--- src/rtl/pipe_pc_sched.sv ---
// Program-counter and IF/ID front-end sequencer for the five-stage pipeline.
// Arbitrates stalls, multicycle EXE ops, branches, exception entry and eret.
module pipe_pc_sched #(
    parameter int CNT_W = 4
) (
    input  logic             clk,
    input  logic             clrn,
    input  logic             ld_hazard,
    input  logic             mc_start,
    input  logic [CNT_W-1:0] mc_len,
    input  logic             br_taken,
    input  logic             exc_req,
    input  logic             eret,
    output logic             wpc,
    output logic             wpcir,
    output logic [1:0]       npc_sel,
    output logic             flush_ifid,
    output logic             bubble_idex,
    output logic             wepc,
    output logic             busy,
    output logic [1:0]       state
);

    localparam logic [1:0] RUN = 2'b00;
    localparam logic [1:0] MC  = 2'b01;
    localparam logic [1:0] EXC = 2'b10;

    localparam logic [1:0] NPC_SEQ = 2'b00;
    localparam logic [1:0] NPC_BR  = 2'b01;
    localparam logic [1:0] NPC_VEC = 2'b10;
    localparam logic [1:0] NPC_EPC = 2'b11;

    localparam logic [CNT_W-1:0] CNT_ONE = CNT_W'(1);
    localparam logic [CNT_W-1:0] CNT_TWO = CNT_W'(2);

    logic [1:0]       state_r;
    logic [1:0]       state_nxt_s;
    logic [CNT_W-1:0] cnt_r;
    logic [CNT_W-1:0] cnt_nxt_s;
    logic             exc_pend_r;
    logic             exc_pend_nxt_s;
    logic             mc_go_s;

    // mc_len of 0 or 1 completes in a single EXE cycle and never enters MC
    assign mc_go_s = mc_start & (mc_len >= CNT_TWO);
    assign state   = state_r;

    // State, counter and pending-exception registers
    always_ff @(posedge clk or negedge clrn) begin
        if (!clrn) begin
            state_r    <= RUN;
            cnt_r      <= {CNT_W{1'b0}};
            exc_pend_r <= 1'b0;
        end else begin
            state_r    <= state_nxt_s;
            cnt_r      <= cnt_nxt_s;
            exc_pend_r <= exc_pend_nxt_s;
        end
    end

    // Next-state, counter and pending-exception logic
    always_comb begin
        state_nxt_s    = RUN;
        cnt_nxt_s      = cnt_r;
        exc_pend_nxt_s = exc_pend_r;
        case (state_r)
            RUN: begin
                if (exc_req || exc_pend_r) begin
                    state_nxt_s = EXC;
                end else if (eret) begin
                    state_nxt_s = RUN;
                end else if (mc_go_s) begin
                    state_nxt_s = MC;
                    cnt_nxt_s   = mc_len - CNT_ONE;
                end else begin
                    state_nxt_s = RUN;
                end
            end
            MC: begin
                // A zero count can only arise from corruption; leave MC rather than wrap
                if (cnt_r <= CNT_ONE) begin
                    state_nxt_s = RUN;
                    cnt_nxt_s   = {CNT_W{1'b0}};
                end else begin
                    state_nxt_s = MC;
                    cnt_nxt_s   = cnt_r - CNT_ONE;
                end
                if (exc_req) begin
                    exc_pend_nxt_s = 1'b1;
                end else begin
                    exc_pend_nxt_s = exc_pend_r;
                end
            end
            EXC: begin
                state_nxt_s    = RUN;
                exc_pend_nxt_s = 1'b0;
            end
            default: begin
                state_nxt_s = RUN;
                cnt_nxt_s   = {CNT_W{1'b0}};
            end
        endcase
    end

    // Output decode; RUN-idle unless a state or RUN priority item overrides
    always_comb begin
        wpc         = 1'b1;
        wpcir       = 1'b1;
        npc_sel     = NPC_SEQ;
        flush_ifid  = 1'b0;
        bubble_idex = 1'b0;
        wepc        = 1'b0;
        busy        = 1'b0;
        if (!clrn) begin
            wpc   = 1'b0;
            wpcir = 1'b0;
        end else begin
            case (state_r)
                RUN: begin
                    if (exc_req || exc_pend_r) begin
                        wepc        = 1'b1;
                        wpc         = 1'b0;
                        wpcir       = 1'b0;
                        bubble_idex = 1'b1;
                    end else if (eret) begin
                        npc_sel    = NPC_EPC;
                        flush_ifid = 1'b1;
                    end else if (mc_go_s) begin
                        npc_sel = NPC_SEQ;
                    end else if (ld_hazard) begin
                        wpc         = 1'b0;
                        wpcir       = 1'b0;
                        bubble_idex = 1'b1;
                    end else if (br_taken) begin
                        npc_sel    = NPC_BR;
                        flush_ifid = 1'b1;
                    end else begin
                        npc_sel = NPC_SEQ;
                    end
                end
                MC: begin
                    wpc   = 1'b0;
                    wpcir = 1'b0;
                    busy  = 1'b1;
                end
                EXC: begin
                    npc_sel     = NPC_VEC;
                    flush_ifid  = 1'b1;
                    bubble_idex = 1'b1;
                end
                default: begin
                    npc_sel = NPC_SEQ;
                end
            endcase
        end
    end

endmodule

--- config.mk ---
export PLATFORM = sky130hd
export DESIGN_NAME = pipe_pc_sched
export DESIGN_NICKNAME = d
export VERILOG_FILES = /design/src/rtl/pipe_pc_sched.sv
export SDC_FILE = /design/constraint.sdc
export NUM_CORES = 1
export LEC_CHECK = 0
export BUFFER_PORTS_ARGS = -buffer_cell sky130_fd_sc_hd__buf_2
export CORE_MARGIN = 4
export CORE_UTILIZATION = 43
export DETAILED_ROUTE_END_ITERATION = 12
export GPL_ROUTABILITY_DRIVEN = 0
export HOLD_SLACK_MARGIN = 0.12
export PLACE_DENSITY = 0.71
export SLEW_MARGIN = 10
export SYNTH_ARGS = -nofsm -noshare
export SYNTH_HDL_FRONTEND = slang
export SYNTH_SLANG_ARGS = --single-unit
export TNS_END_PERCENT = 50
--- constraint.sdc ---
create_clock -name clk -period 1.5 [get_ports clk]
set_input_delay 0.075 -clock clk [delete_from_list [all_inputs] [get_ports clk]]
set_output_delay 0.075 -clock clk [all_outputs]
set_load 0.05 [all_outputs]
# Word level (Yosys, flattened, before mapping)
# Index checks and enable logic that the tools add are counted.
totals:
  regBits: 7
  in_bits: 11
  out_inout_bits: 10
  elab_cells: 63
op_classes:
  n_addsub: 2
  n_lt_le_gt_ge: 2
  eq_ne: 6
  n_mux: 43
  n_bitwise: 2
  n_reduce_logical: 5
ops:
  columns: ["op", "count"]
  rows:
  - ["1-bit 2-to-1 mux", 28]
  - ["4-bit 2-to-1 mux", 4]
  - ["4-bit case mux with 3 select lines", 1]
  - ["2-bit 2-to-1 mux", 4]
  - ["2-bit != test, second input constant", 4]
  - ["1-bit case mux with 2 select lines", 4]
  - ["2-bit case mux with 2 select lines", 2]
  - ["4-bit by 1-bit subtractor with 4-bit output, second input constant", 2]
  - ["4-bit by 2-bit greater-or-equal comparator with 1-bit output, second input constant", 1]
  - ["4-bit by 1-bit less-or-equal comparator with 1-bit output, second input constant", 1]
  - ["4-bit AND reduction", 1]
  - ["2-bit by 1-bit equality test with 1-bit output, second input constant", 1]
  - ["2-bit equality test, second input constant", 1]
  - ["2-bit zero test", 1]
  - ["2-bit AND reduction", 1]
  - ["2-bit nonzero test", 1]
  - ["1-bit AND", 1]
  - ["1-bit logical OR", 1]
  - ["1-bit NOT", 1]

# Longest topological paths before layout
logic_depth:
  word_depth: 7
  depth_mapped: 6
  depth_no_buf: 6

# Least setup slack after synthesis
# Ideal clock, no wire load.
synth_timing:
  path_type: "reg-to-output"
  startpoint: "register state_r[0] (netlist: state[0])"
  endpoint: "output port wpcir"
  t_arrival_ns: 1.804
  required_ns: 1.425
  setup_slack_ns: -0.379
  path_stages_with_launch: 5
  n_path_buf: 2
  path_cell_list: "dfrtp_1 -> buf_2 -> nor2b_1 -> a32o_1 -> buf_4"
synth_via:
  elab_chain_len: 3
  elab_cells_between_ends: 4
  cone_classes: "1 x eq/ne; 2 x mux; 1 x reduce/logical"
synth_lines:
  columns: ["element", "line", "rtl"]
  rows:
  - ["start, declared", "36", "logic [1:0] state_r;"]
  - ["start signal, assigned", "55", "state_r <= state_nxt_s;"]
  - ["2-bit by 1-bit equality test with 1-bit output or 2-bit zero test (tied branches)", null, null]
  - ["1-bit case mux with 2 select lines (*)", null, null]
  - ["1-bit 2-to-1 mux (*)", null, null]
  - ["end, declared", "15", "output logic wpcir,"]
# Mark *: on every way between the ends. The rest lies on a longest branch, timed or not.

# Worst setup path in the final report
layout_timing:
  startpoint: "register exc_pend_r"
  endpoint: "output port bubble_idex"
layout_via:
  elab_chain_len: 4
layout_lines:
  columns: ["element", "line", "rtl"]
  rows:
  - ["start, declared", "40", "logic exc_pend_r;"]
  - ["start signal, assigned", "57", "exc_pend_r <= exc_pend_nxt_s;"]
  - ["1-bit logical OR", "120", "if (exc_req || exc_pend_r) begin"]
  - ["1-bit 2-to-1 mux", "120", null]
  - ["1-bit case mux with 2 select lines", "118", "case (state_r)"]
  - ["1-bit 2-to-1 mux", "114", "if (!clrn) begin"]
  - ["end, declared", "18", "output logic bubble_idex,"]
# Every way passes these cells.

==> qor.yml <==
power_and_ir_drop:
  p_sw_mw: 0.8357
  pwr-share-comb_pct: 64.2
  seq_power_share_pct: 24.9
  p_int_mw: 0.8302
  p_leak_nw: 0.4256
  clock_power_share_pct: 11.0
  cellPowerDensity_nw_per_um2: 1854
  power.switching_fraction_pct: 50.17
  peakVddDrop_v: 0.001126
grt:
  grt_max_degree: 12
  antenna_found_initial: 0
  grt_usage_pct: 16.26
  grt_pass1_vias: 568
  grt_first_pass_wirelength_um: 2373
  grt-ovfl-total: 0
sta:
  skew_ns: 0.008267
  finalCritPeriodShare_pct: 100.7
  setup_tns_ns: -0.01026
  fmax_mhz: 662.1
  period_needed_ns: 1.510
  worst_pin_slew_ns: 0.3363
  rsz0062_at_grt: "true"
  finalHoldViolCount: 0
  setup_viol: 1
  slew_headroom_pct: 77.48
  setup_ws_ns: -0.01026
  slew_violations: 0
clocking:
  clk_pin_slew_worst_paths_ns: 0.06
  clockRootBuffer: "clkbuf_4"
  clkSinkCount: 7
  cts_buffers: 3
  cts_tree: "yes"
  htreeDepth: 1
  insertion_delay_ns: 0.26
  cts_max_path_buffers: 2
yosys:
  synthFlopType: "dfrtp_1"
  synthesis.nets: 79
  ys_types: 32
  synthCells: 64
  netlist.area_leader.share_pct: 28.93
  netlist_area_sq_um: 605.6
  ys_seq_area_share_pct: 28.93
  ys_async_sr_fraction_pct: 100.0
  synth_edf_count: 0
  postSynthAreaPerCell_sq_um: 9.462
  yosysWarnings: 0
  synth_seq_cells: 7
  synth_common_cells: "7 x dfrtp_1, 7 x inv_1, 4 x ha_1"
  yosys.area.top_type: "dfrtp_1"
  synth_area_leaders: "dfrtp_1 29%, ha_1 8.3%, mux2i_1 5.0%"
routing:
  first_pass_iters: 4
  wl_um: 1584
  postRouteAntennaNets: 0
  vias: 603
  via_per_inst: 5.432
  drt_iter0_markers: 8
  remaining_drc_errors: 0
  route.detailed.wl_per_inst_um: 14.27
setup_path:
  startpoint_type: "flip-flop"
  critPathKind: "reg2out"
  critPathRequiredTime_ns: 1.42
  cp_max_fo: 5
  reg2reg_slack_ns: 0.08
  arrival_ns: 1.44
  critical_path.endpoint_type: "output port"
floorplanning:
  die-area_sq_um: 2073
  io_pins: 21
  rows: 13
  die_w_um: 45.53
  core-area_sq_um: 1318
  die_height_um: 45.53
  start_util_pct: 45.96
finish:
  area_growth_syn_to_layout_pct: 48.35
  drive_above_1_share_pct: 54.17
  stdcell_area_sq_um: 898.4
  layout.nets: 112
  nFillCells: 95
  antenna_cells: 0
place:
  io_buffers: 20
  dp_hpwl_um: 1058
  place_area_sq_um: 768.2
status:
  violations: "setup timing"
  status: "finished with violations"
worst_hold_path:
  hp-class: "in2reg"
flow_run:
  maxCapViolCount: 0
power groups by stage:
stage	clock network (mW)	registers, mW	logic (mW)
2_1_floorplan	0	0.434	0.686
3_3_place_gp	0	0.409	0.881
3_5_place_dp	0	0.412	0.897
4_1_cts	0.178	0.409	0.941
5_1_grt	0.191	0.429	1.15
6_report	0.183	0.414	1.07
registers in the layout (all words and copies together), names as in the netlist:
| register | flops |
|---|---|
| cnt_r | 4 |
| exc_pend_r | 1 |
| state | 2 |
kinds of logic (layout without fill, tap and decap cells):
family | Yosys count | in the layout | synth area share [%]
AO/OA/AOI/OAI | 17 | 17 | 23.55
XOR/XNOR | 3 | 3 | 4.340
adder cells (fa/ha/maj) | 4 | 4 | 8.265
buffers and inverters | 10 | 42 | 7.233
flip-flops | 7 | 7 | 28.93
multiplexers | 3 | 3 | 4.959
AND/OR/NAND/NOR | 20 | 20 | 22.73
path summary, 6_finish.rpt:
check / cells past startpoint / endpoint / startpoint
worst min register to register: 1 / cnt_r[1] / cnt_r[1]
min in group asynchronous: 3 / state[1] / clrn
worst max register to register: 7 / cnt_r[3] / cnt_r[0]
worst min-delay path: 3 / state[0] / exc_req
max in group asynchronous: 3 / cnt_r[0] / clrn
worst max-delay path: 5 / bubble_idex / exc_pend_r
cell usage in the layout (no fill, tap or decap), types with 3 or more instances in the layout:
cell type  count
clkbuf_4       3
buf_6          4
buf_2         14
dfrtp_1        3
nand2_1        3
a21oi_1        3
inv_1          5
buf_4         11
mux2i_1        3
dfrtp_2        4
through the flow:
| stage | cells | hold slack [ns] | utilization (%) | worst slack, ns | power (mW) |
|---|---|---|---|---|---|
| 3_3_place_gp | 103 | 0.02262 | 58.31 | -0.09028 | 1.290 |
| 5_1_grt | 111 | 0.2091 | 68.19 | -0.06114 | 1.770 |
| 2_1_floorplan | 64 | -0.2206 | - | -0.01395 | 1.120 |
| 3_5_place_dp | 103 | 0.01729 | 58.31 | -0.1062 | 1.309 |
| 4_1_cts | 109 | 0.1612 | 63.34 | -0.01153 | 1.529 |
| 6_report | 111 | 0.1709 | 68.19 | -0.01026 | 1.666 |
worst max-delay path, stage by stage, from the launching register on:
cell	delay, ns
dfrtp_2	0.44
nor2_2	0.16
buf_4	0.16
nand2_1	0.05
o21a_1	0.16
buf_2	0.20
final cells by class:
class	count	area [sq um]	area share, %
multi-input cells	47	424.2	47.21
repair buffers	31	222.7	24.79
flip-flops and latches	7	180.2	20.06
clock buffers	4	26.28	2.925
inverters	7	26.28	2.925
well taps	15	18.77	2.089
layer usage:
metal	global-route usage [%]	vias up	wire (um)
li1	-	293	-
met4	10.53	0	59
met5	0	-	0
met3	2.767	7	82
met2	26.46	22	808
met1	19.38	281	634
what timing repair did:
item,CTS,global route
resized for setup,7,18
buffers inserted,1,2
endpoints found under the hold margin,7,0
pin swaps,1,5
hold buffers,1,0
endpoints found under the setup margin,5,10
No activity file was read; power rests on OpenSTA's default activity.
